<file path="src/rtl/minmax_seq_pkg.sv">
// Shared types and default widths for the minmax_seq burst min/max tracker.
package minmax_seq_pkg;

    localparam int unsigned DEF_DATA_W = 32;
    localparam int unsigned DEF_CNT_W  = 8;

    typedef enum logic [2:0] {
        IDLE    = 3'd0,
        ACCEPT  = 3'd1,
        CMP_MAX = 3'd2,
        CMP_MIN = 3'd3,
        DONE    = 3'd4
    } state_e;

endpackage

</file>
<file path="src/rtl/minmax_seq_if.sv">
// Sample stream plus control/status bundle for minmax_seq.
interface minmax_seq_if
    import minmax_seq_pkg::*;
#(
    parameter int unsigned DATA_W = DEF_DATA_W,
    parameter int unsigned CNT_W  = DEF_CNT_W
) ();

    logic              start;
    logic [CNT_W-1:0]  len;
    logic              in_valid;
    logic [DATA_W-1:0] in_data;
    logic              in_ready;
    logic              busy;
    logic              done;
    logic [DATA_W-1:0] max_out;
    logic [DATA_W-1:0] min_out;
    logic [CNT_W-1:0]  max_idx;
    logic [CNT_W-1:0]  min_idx;

    modport master (
        output start, len, in_valid, in_data,
        input  in_ready, busy, done, max_out, min_out, max_idx, min_idx
    );

    modport slave (
        input  start, len, in_valid, in_data,
        output in_ready, busy, done, max_out, min_out, max_idx, min_idx
    );

endinterface

</file>
<file path="src/rtl/minmax_seq_mag_cmp_3way.sv">
// Combinational three-way magnitude comparator; exactly one output is high.
// Build with MINMAX_SIGNED_CMP_EN defined for a two's-complement compare.
module mag_cmp_3way
    import minmax_seq_pkg::*;
#(
    parameter int unsigned DATA_W = DEF_DATA_W
) (
    input  logic [DATA_W-1:0] p_i,
    input  logic [DATA_W-1:0] q_i,
    output logic              pbig_o,
    output logic              same_o,
    output logic              qbig_o
);

    always_comb begin
        same_o = (p_i == q_i);
`ifdef MINMAX_SIGNED_CMP_EN
        pbig_o = ($signed(p_i) > $signed(q_i));
`else
        pbig_o = (p_i > q_i);
`endif
        qbig_o = ~pbig_o & ~same_o;
    end

endmodule

</file>
<file path="src/rtl/minmax_seq.sv">
// Burst sequencer tracking running max/min (and indices) through one shared comparator.
// MINMAX_SIGNED_CMP_EN selects a signed compare inside mag_cmp_3way.
module minmax_seq
    import minmax_seq_pkg::*;
#(
    parameter int unsigned DATA_W = DEF_DATA_W,
    parameter int unsigned CNT_W  = DEF_CNT_W
) (
    input logic         clk,
    input logic         rst,
    minmax_seq_if.slave bus
);

    state_e            state_q, state_d;
    logic [CNT_W-1:0]  idx_q, idx_d;
    logic [CNT_W-1:0]  len_q, len_d;
    logic [DATA_W-1:0] sample_q, sample_d;
    logic [DATA_W-1:0] max_q, max_d;
    logic [DATA_W-1:0] min_q, min_d;
    logic [CNT_W-1:0]  max_idx_q, max_idx_d;
    logic [CNT_W-1:0]  min_idx_q, min_idx_d;
    logic              in_ready_q, in_ready_d;
    logic              busy_q, busy_d;
    logic              done_q, done_d;

    logic              xfer_c;
    logic [DATA_W-1:0] cmp_q_c;
    logic              cmp_pbig_c, cmp_same_c, cmp_qbig_c;
    logic              cmp_unused_c;

    assign xfer_c       = bus.in_valid & in_ready_q;
    assign cmp_unused_c = cmp_same_c;

    // Single comparator: P is always the captured sample, Q follows the phase.
    assign cmp_q_c = (state_q == CMP_MIN) ? min_q : max_q;

    mag_cmp_3way #(.DATA_W(DATA_W)) u_cmp (
        .p_i    (sample_q),
        .q_i    (cmp_q_c),
        .pbig_o (cmp_pbig_c),
        .same_o (cmp_same_c),
        .qbig_o (cmp_qbig_c)
    );

    // Next-state and result update.
    always_comb begin
        state_d   = state_q;
        idx_d     = idx_q;
        len_d     = len_q;
        sample_d  = sample_q;
        max_d     = max_q;
        min_d     = min_q;
        max_idx_d = max_idx_q;
        min_idx_d = min_idx_q;

        case (state_q)
            IDLE: begin
                if (bus.start) begin
                    if (bus.len != '0) begin
                        len_d   = bus.len;
                        idx_d   = '0;
                        state_d = ACCEPT;
                    end else begin
                        max_d     = '0;
                        min_d     = '0;
                        max_idx_d = '0;
                        min_idx_d = '0;
                        state_d   = DONE;
                    end
                end
            end
            ACCEPT: begin
                if (xfer_c) begin
                    if (idx_q == '0) begin
                        max_d     = bus.in_data;
                        min_d     = bus.in_data;
                        max_idx_d = '0;
                        min_idx_d = '0;
                        if (len_q == CNT_W'(1)) begin
                            state_d = DONE;
                        end else begin
                            idx_d = CNT_W'(1);
                        end
                    end else begin
                        sample_d = bus.in_data;
                        state_d  = CMP_MAX;
                    end
                end
            end
            CMP_MAX: begin
                // Ties never update, so the earliest index is kept.
                if (cmp_pbig_c) begin
                    max_d     = sample_q;
                    max_idx_d = idx_q;
                end
                state_d = CMP_MIN;
            end
            CMP_MIN: begin
                if (cmp_qbig_c) begin
                    min_d     = sample_q;
                    min_idx_d = idx_q;
                end
                if (idx_q == (len_q - CNT_W'(1))) begin
                    state_d = DONE;
                end else begin
                    idx_d   = idx_q + CNT_W'(1);
                    state_d = ACCEPT;
                end
            end
            DONE: begin
                state_d = IDLE;
            end
            default: begin
                state_d = IDLE;
            end
        endcase

        in_ready_d = (state_d == ACCEPT);
        busy_d     = (state_d != IDLE);
        done_d     = (state_d == DONE);
    end

    always_ff @(posedge clk or posedge rst) begin
        if (rst) begin
            state_q    <= IDLE;
            idx_q      <= '0;
            len_q      <= '0;
            sample_q   <= '0;
            max_q      <= '0;
            min_q      <= '0;
            max_idx_q  <= '0;
            min_idx_q  <= '0;
            in_ready_q <= 1'b0;
            busy_q     <= 1'b0;
            done_q     <= 1'b0;
        end else begin
            state_q    <= state_d;
            idx_q      <= idx_d;
            len_q      <= len_d;
            sample_q   <= sample_d;
            max_q      <= max_d;
            min_q      <= min_d;
            max_idx_q  <= max_idx_d;
            min_idx_q  <= min_idx_d;
            in_ready_q <= in_ready_d;
            busy_q     <= busy_d;
            done_q     <= done_d;
        end
    end

    assign bus.in_ready = in_ready_q;
    assign bus.busy     = busy_q;
    assign bus.done     = done_q;
    assign bus.max_out  = max_q;
    assign bus.min_out  = min_q;
    assign bus.max_idx  = max_idx_q;
    assign bus.min_idx  = min_idx_q;

endmodule

</file>
<file path="src/flat_wrapper.sv">
// flat-port wrapper written by rule: the top's interface ports become plain ports
module minmax_seq_flat import minmax_seq_pkg::*;
#(
    parameter int unsigned DATA_W = DEF_DATA_W,
    parameter int unsigned CNT_W  = DEF_CNT_W
)
  (clk, rst, bus_start, bus_len, bus_in_valid, bus_in_data, bus_in_ready, bus_busy, bus_done, bus_max_out, bus_min_out, bus_max_idx, bus_min_idx);
  minmax_seq_if #(.DATA_W(DATA_W), .CNT_W(CNT_W)) bus_i ();
  input logic clk;
  input logic rst;
  input wire logic [$bits(bus_i.start)-1:0] bus_start;
  input wire logic [$bits(bus_i.len)-1:0] bus_len;
  input wire logic [$bits(bus_i.in_valid)-1:0] bus_in_valid;
  input wire logic [$bits(bus_i.in_data)-1:0] bus_in_data;
  output wire logic [$bits(bus_i.in_ready)-1:0] bus_in_ready;
  output wire logic [$bits(bus_i.busy)-1:0] bus_busy;
  output wire logic [$bits(bus_i.done)-1:0] bus_done;
  output wire logic [$bits(bus_i.max_out)-1:0] bus_max_out;
  output wire logic [$bits(bus_i.min_out)-1:0] bus_min_out;
  output wire logic [$bits(bus_i.max_idx)-1:0] bus_max_idx;
  output wire logic [$bits(bus_i.min_idx)-1:0] bus_min_idx;
  assign bus_i.start = bus_start;
  assign bus_i.len = bus_len;
  assign bus_i.in_valid = bus_in_valid;
  assign bus_i.in_data = bus_in_data;
  assign bus_in_ready = bus_i.in_ready;
  assign bus_busy = bus_i.busy;
  assign bus_done = bus_i.done;
  assign bus_max_out = bus_i.max_out;
  assign bus_min_out = bus_i.min_out;
  assign bus_max_idx = bus_i.max_idx;
  assign bus_min_idx = bus_i.min_idx;
  minmax_seq #(.DATA_W(DATA_W), .CNT_W(CNT_W)) u_core (.clk(clk), .rst(rst), .bus(bus_i));
endmodule
</file>
<file path="config.mk">
export PLATFORM = sky130hd
export DESIGN_NAME = minmax_seq_flat
export DESIGN_NICKNAME = d
export VERILOG_FILES = /design/src/rtl/minmax_seq_pkg.sv /design/src/rtl/minmax_seq_if.sv /design/src/rtl/minmax_seq_mag_cmp_3way.sv /design/src/rtl/minmax_seq.sv /design/src/flat_wrapper.sv
export SDC_FILE = /design/constraint.sdc
export NUM_CORES = 1
export LEC_CHECK = 0
export ABC_AREA = 1
export BUFFER_PORTS_ARGS = -buffer_cell sky130_fd_sc_hd__buf_2
export CAP_MARGIN = 20
export CORE_MARGIN = 2
export CORE_UTILIZATION = 60
export DETAILED_ROUTE_END_ITERATION = 8
export PLACE_DENSITY = 0.81
export SLEW_MARGIN = 15
export SYNTH_ARGS = -nofsm -noshare
export SYNTH_HDL_FRONTEND = slang
export SYNTH_SLANG_ARGS = --single-unit
</file>
<file path="constraint.sdc">
create_clock -name clk -period 6.7 [get_ports clk]
set_clock_uncertainty 0.1 [all_clocks]
set_input_delay 1.34 -clock clk [delete_from_list [all_inputs] [get_ports clk]]
set_output_delay 1.34 -clock clk [all_outputs]
set_load 0.005 [all_outputs]
</file>
==> results.cfg <==
[clock_network]
root_buffer = clkbuf_16
hold_buffers = 0
clkLatencyLatePin_ns = 0.43
cts_resized = 0
ctsHtreeMaxLevel = 4
cts_sinks = 134
numCtsBuffers = 17
cts_setup_buffers = 0
cts_tree = yes
clk_pin_slew_ns = 0.06
clk_path_buf_depth = 2

[status]
status = complete, no violations

[hold_path]
hold_class = flop to flop
worstHoldStart = u_core.bus.max_idx[6]$_DFFE_PP0P_

[setup_path]
path_class = flop to flop
cpMostUsedCell = nand2_1
slowest_delay_ns = 0.54
startpoint_type = flop
cp_top_family = simple AND/OR/NAND/NOR gates
cpMaxStageDelayCell = nand3_4
critPathLaunch = u_core.state_q[2]$_DFF_PP0_
worst_setup_path_end_kind = flop
r2r-start = u_core.state_q[2]$_DFF_PP0_
arrival_ns = 4.39
path_cells = inv_1 > nand3_4 > buf_4 > mux2i_1 > ha_1 > nand2_1 > a21oi_1 > o21ai_0 > nand2_1 > a21oi_1 > nand2_1 > nand2_1 > nand2_1 > nand2_1 > buf_4 > nand2_1 > nand2_1
crit_fanout = 51
path_buf_inv = 3
crit_required_ns = 6.96

[drt]
avgViaCountPerCell = 5.64
drc = 0
dr.pass1.iters = 5
vias = 7074
antenna_left = 0
drt_iter0_drc = 792
routed_wirelength_mm = 19.8
wl_per_cell_um = 15.8

[floorplan]
dieArea_sq_mm = 0.0136
core_sq_mm = 0.0125
rows = 41
die_h_um = 117
start_util = 0.609
io-pin-count = 127
dieWidth_um = 117

[timing]
hold_violations = 0
setup_viol = 0
slew_headroom = 0.379
drv_slew = 0
fin_setup_tns_ns = 0
max_freq_ghz = 0.242
fin_crit_ns = 4.13
worst_pin_slew_ns = 0.931
period_share = 0.616
rsz0062_at_grt = no

[cells_and_area]
drive_gt1_frac = 0.162
final_cell_mix = nand2_1, dfrtp_1, buf_2
final_common_cell = nand2_1
antenna_cells = 0
nets = 1150
area_growth_pct = 16.0

[placement]
io_buffers = 126
place_congestion = 0.842
hpwl_mm = 12.4

[yosys]
ys_top_cells_by_area = dfrtp_1, nand2_1, nand3_1
ys_async_sr_fraction = 1.00
synth-seq-area-share = 0.440
syn_nets = 1052
netlist_area_sq_mm = 0.00762
synth_edf_count = 0
synthDistinctLibCells = 36
syn-instance-count = 972
yosysWarnings = 0
ys.flop_type = dfrtp_1
synth_top_area_share = 0.440
ys_seq_elements = 134
avgSynthCellArea_sq_um = 7.84
synth_area_leader_cell = dfrtp_1

[power]
p_leak_nw = 5.03
finalPower_w = 0.00455
vdd_drop_max_uv = 445
p_per_area_mw_per_mm2 = 515

[global_routing]
grt_overflow = 0
grt_max_degree = 72
grt_use_total = 0.308
antenna_found_initial = 0
grt_pass1_vias = 6747
grt_pass1_wl_mm = 32.6

[job]
cap_violations = 0
cell usage after synthesis (2+ instances only):
master and number:
nor2_1 52, buf_2 19, dfrtp_1 134, buf_4 4
xor2_1 8, o22ai_1 64, inv_1 95, a21oi_1 17
a21o_1 2, ha_1 36, o21ai_1 10, o21ai_0 34
mux2i_1 31, nand3_1 99, o21a_1 2, buf_6 5
nor2_2 2, nand2_1 302, nand4_1 4, nor2_4 2
xnor2_1 5, nand3_2 3, inv_2 4, clkbuf_1 25
nor3_1 2
cells by family after synthesis:
group                      count (synthesis)  synth area share
DFF                                      134             0.440
buffers and inverters                    154            0.0858
xor gates and xnor gates                  13            0.0149
AOI/OAI and AO/OA                        130            0.0977
adders and majority gates                 36            0.0591
and+or+nand+nor                          474             0.262
muxes                                     31            0.0407
power breakdown:
| group | switching [W] | internal [W] |
|---|---|---|
| combinational | 0.00150 | 0.000787 |
| sequential | 0.000250 | 0.00110 |
| clock | 0.000331 | 0.000585 |
| total | 0.00208 | 0.00247 |
cell type report:
| cell class | count | area (sq um) |
|---|---|---|
| clock buffer | 28 | 507 |
| multi-input combinational | 684 | 3640 |
| fill | 1031 | 3670 |
| inverter | 100 | 379 |
| tap | 172 | 215 |
| sequential | 134 | 3350 |
| clock inverter | 3 | 65.1 |
| timing repair buffer | 133 | 683 |
sequential cells by signal (all words and copies together) (netlist names):
signal	count
u_core.idx_q	8
u_core.state_q	3
u_core.bus.min_out	32
u_core.bus.done	1
u_core.bus.min_idx	8
u_core.bus.max_out	32
u_core.bus.in_ready	1
u_core.bus.busy	1
u_core.sample_q	32
u_core.bus.max_idx	8
u_core.len_q	8
metrics by stage:
step / instances / setup WS (ns) / hold slack (ns) / util / area [sq um]
after floorplan: 972 / 1.68 / 0.353 / - / 7620
after global placement: 1223 / 2.80 / 0.358 / 0.660 / 8270
after detailed placement: 1223 / 2.66 / 0.360 / 0.660 / 8270
after CTS: 1254 / 2.64 / 0.368 / 0.706 / 8840
after global routing: 1254 / 2.28 / 0.375 / 0.707 / 8840
final: 1254 / 2.57 / 0.365 / 0.707 / 8840
routing by layer:
metal | wire length (um) | vias up | share of wire | track usage
met3 | 1460 | 54 | 0.073 | 0.0602
met2 | 9510 | 322 | 0.48 | 0.496
met5 | 0 | - | 0 | 0
met4 | 588 | 0 | 0.030 | 0.144
met1 | 8260 | 3317 | 0.42 | 0.402
li1 | - | 3381 | - | -
final timing paths:
kind,endpoint,cells past startpoint,slack (ns)
worst max-delay path,u_core.bus.max_idx[4]$_DFFE_PP0P_,17,2.57
worst min-delay path,u_core.bus.max_idx[6]$_DFFE_PP0P_,2,0.37
worst max register to register,u_core.bus.max_idx[4]$_DFFE_PP0P_,17,2.57
worst min register to register,u_core.bus.max_idx[6]$_DFFE_PP0P_,2,0.37
max in group asynchronous,u_core.bus.min_out[25]$_DFFE_PP0P_,3,4.14
min in group asynchronous,u_core.sample_q[5]$_DFFE_PP0P_,2,1.01
tightest hold or removal path, delay by kind of cell, from the launching register on:
kind	cells	cell delay, ns
flip-flops	1	0.33
AND/OR/NAND/NOR	2	0.11
Note: power is estimated with default switching activity, not from simulation.
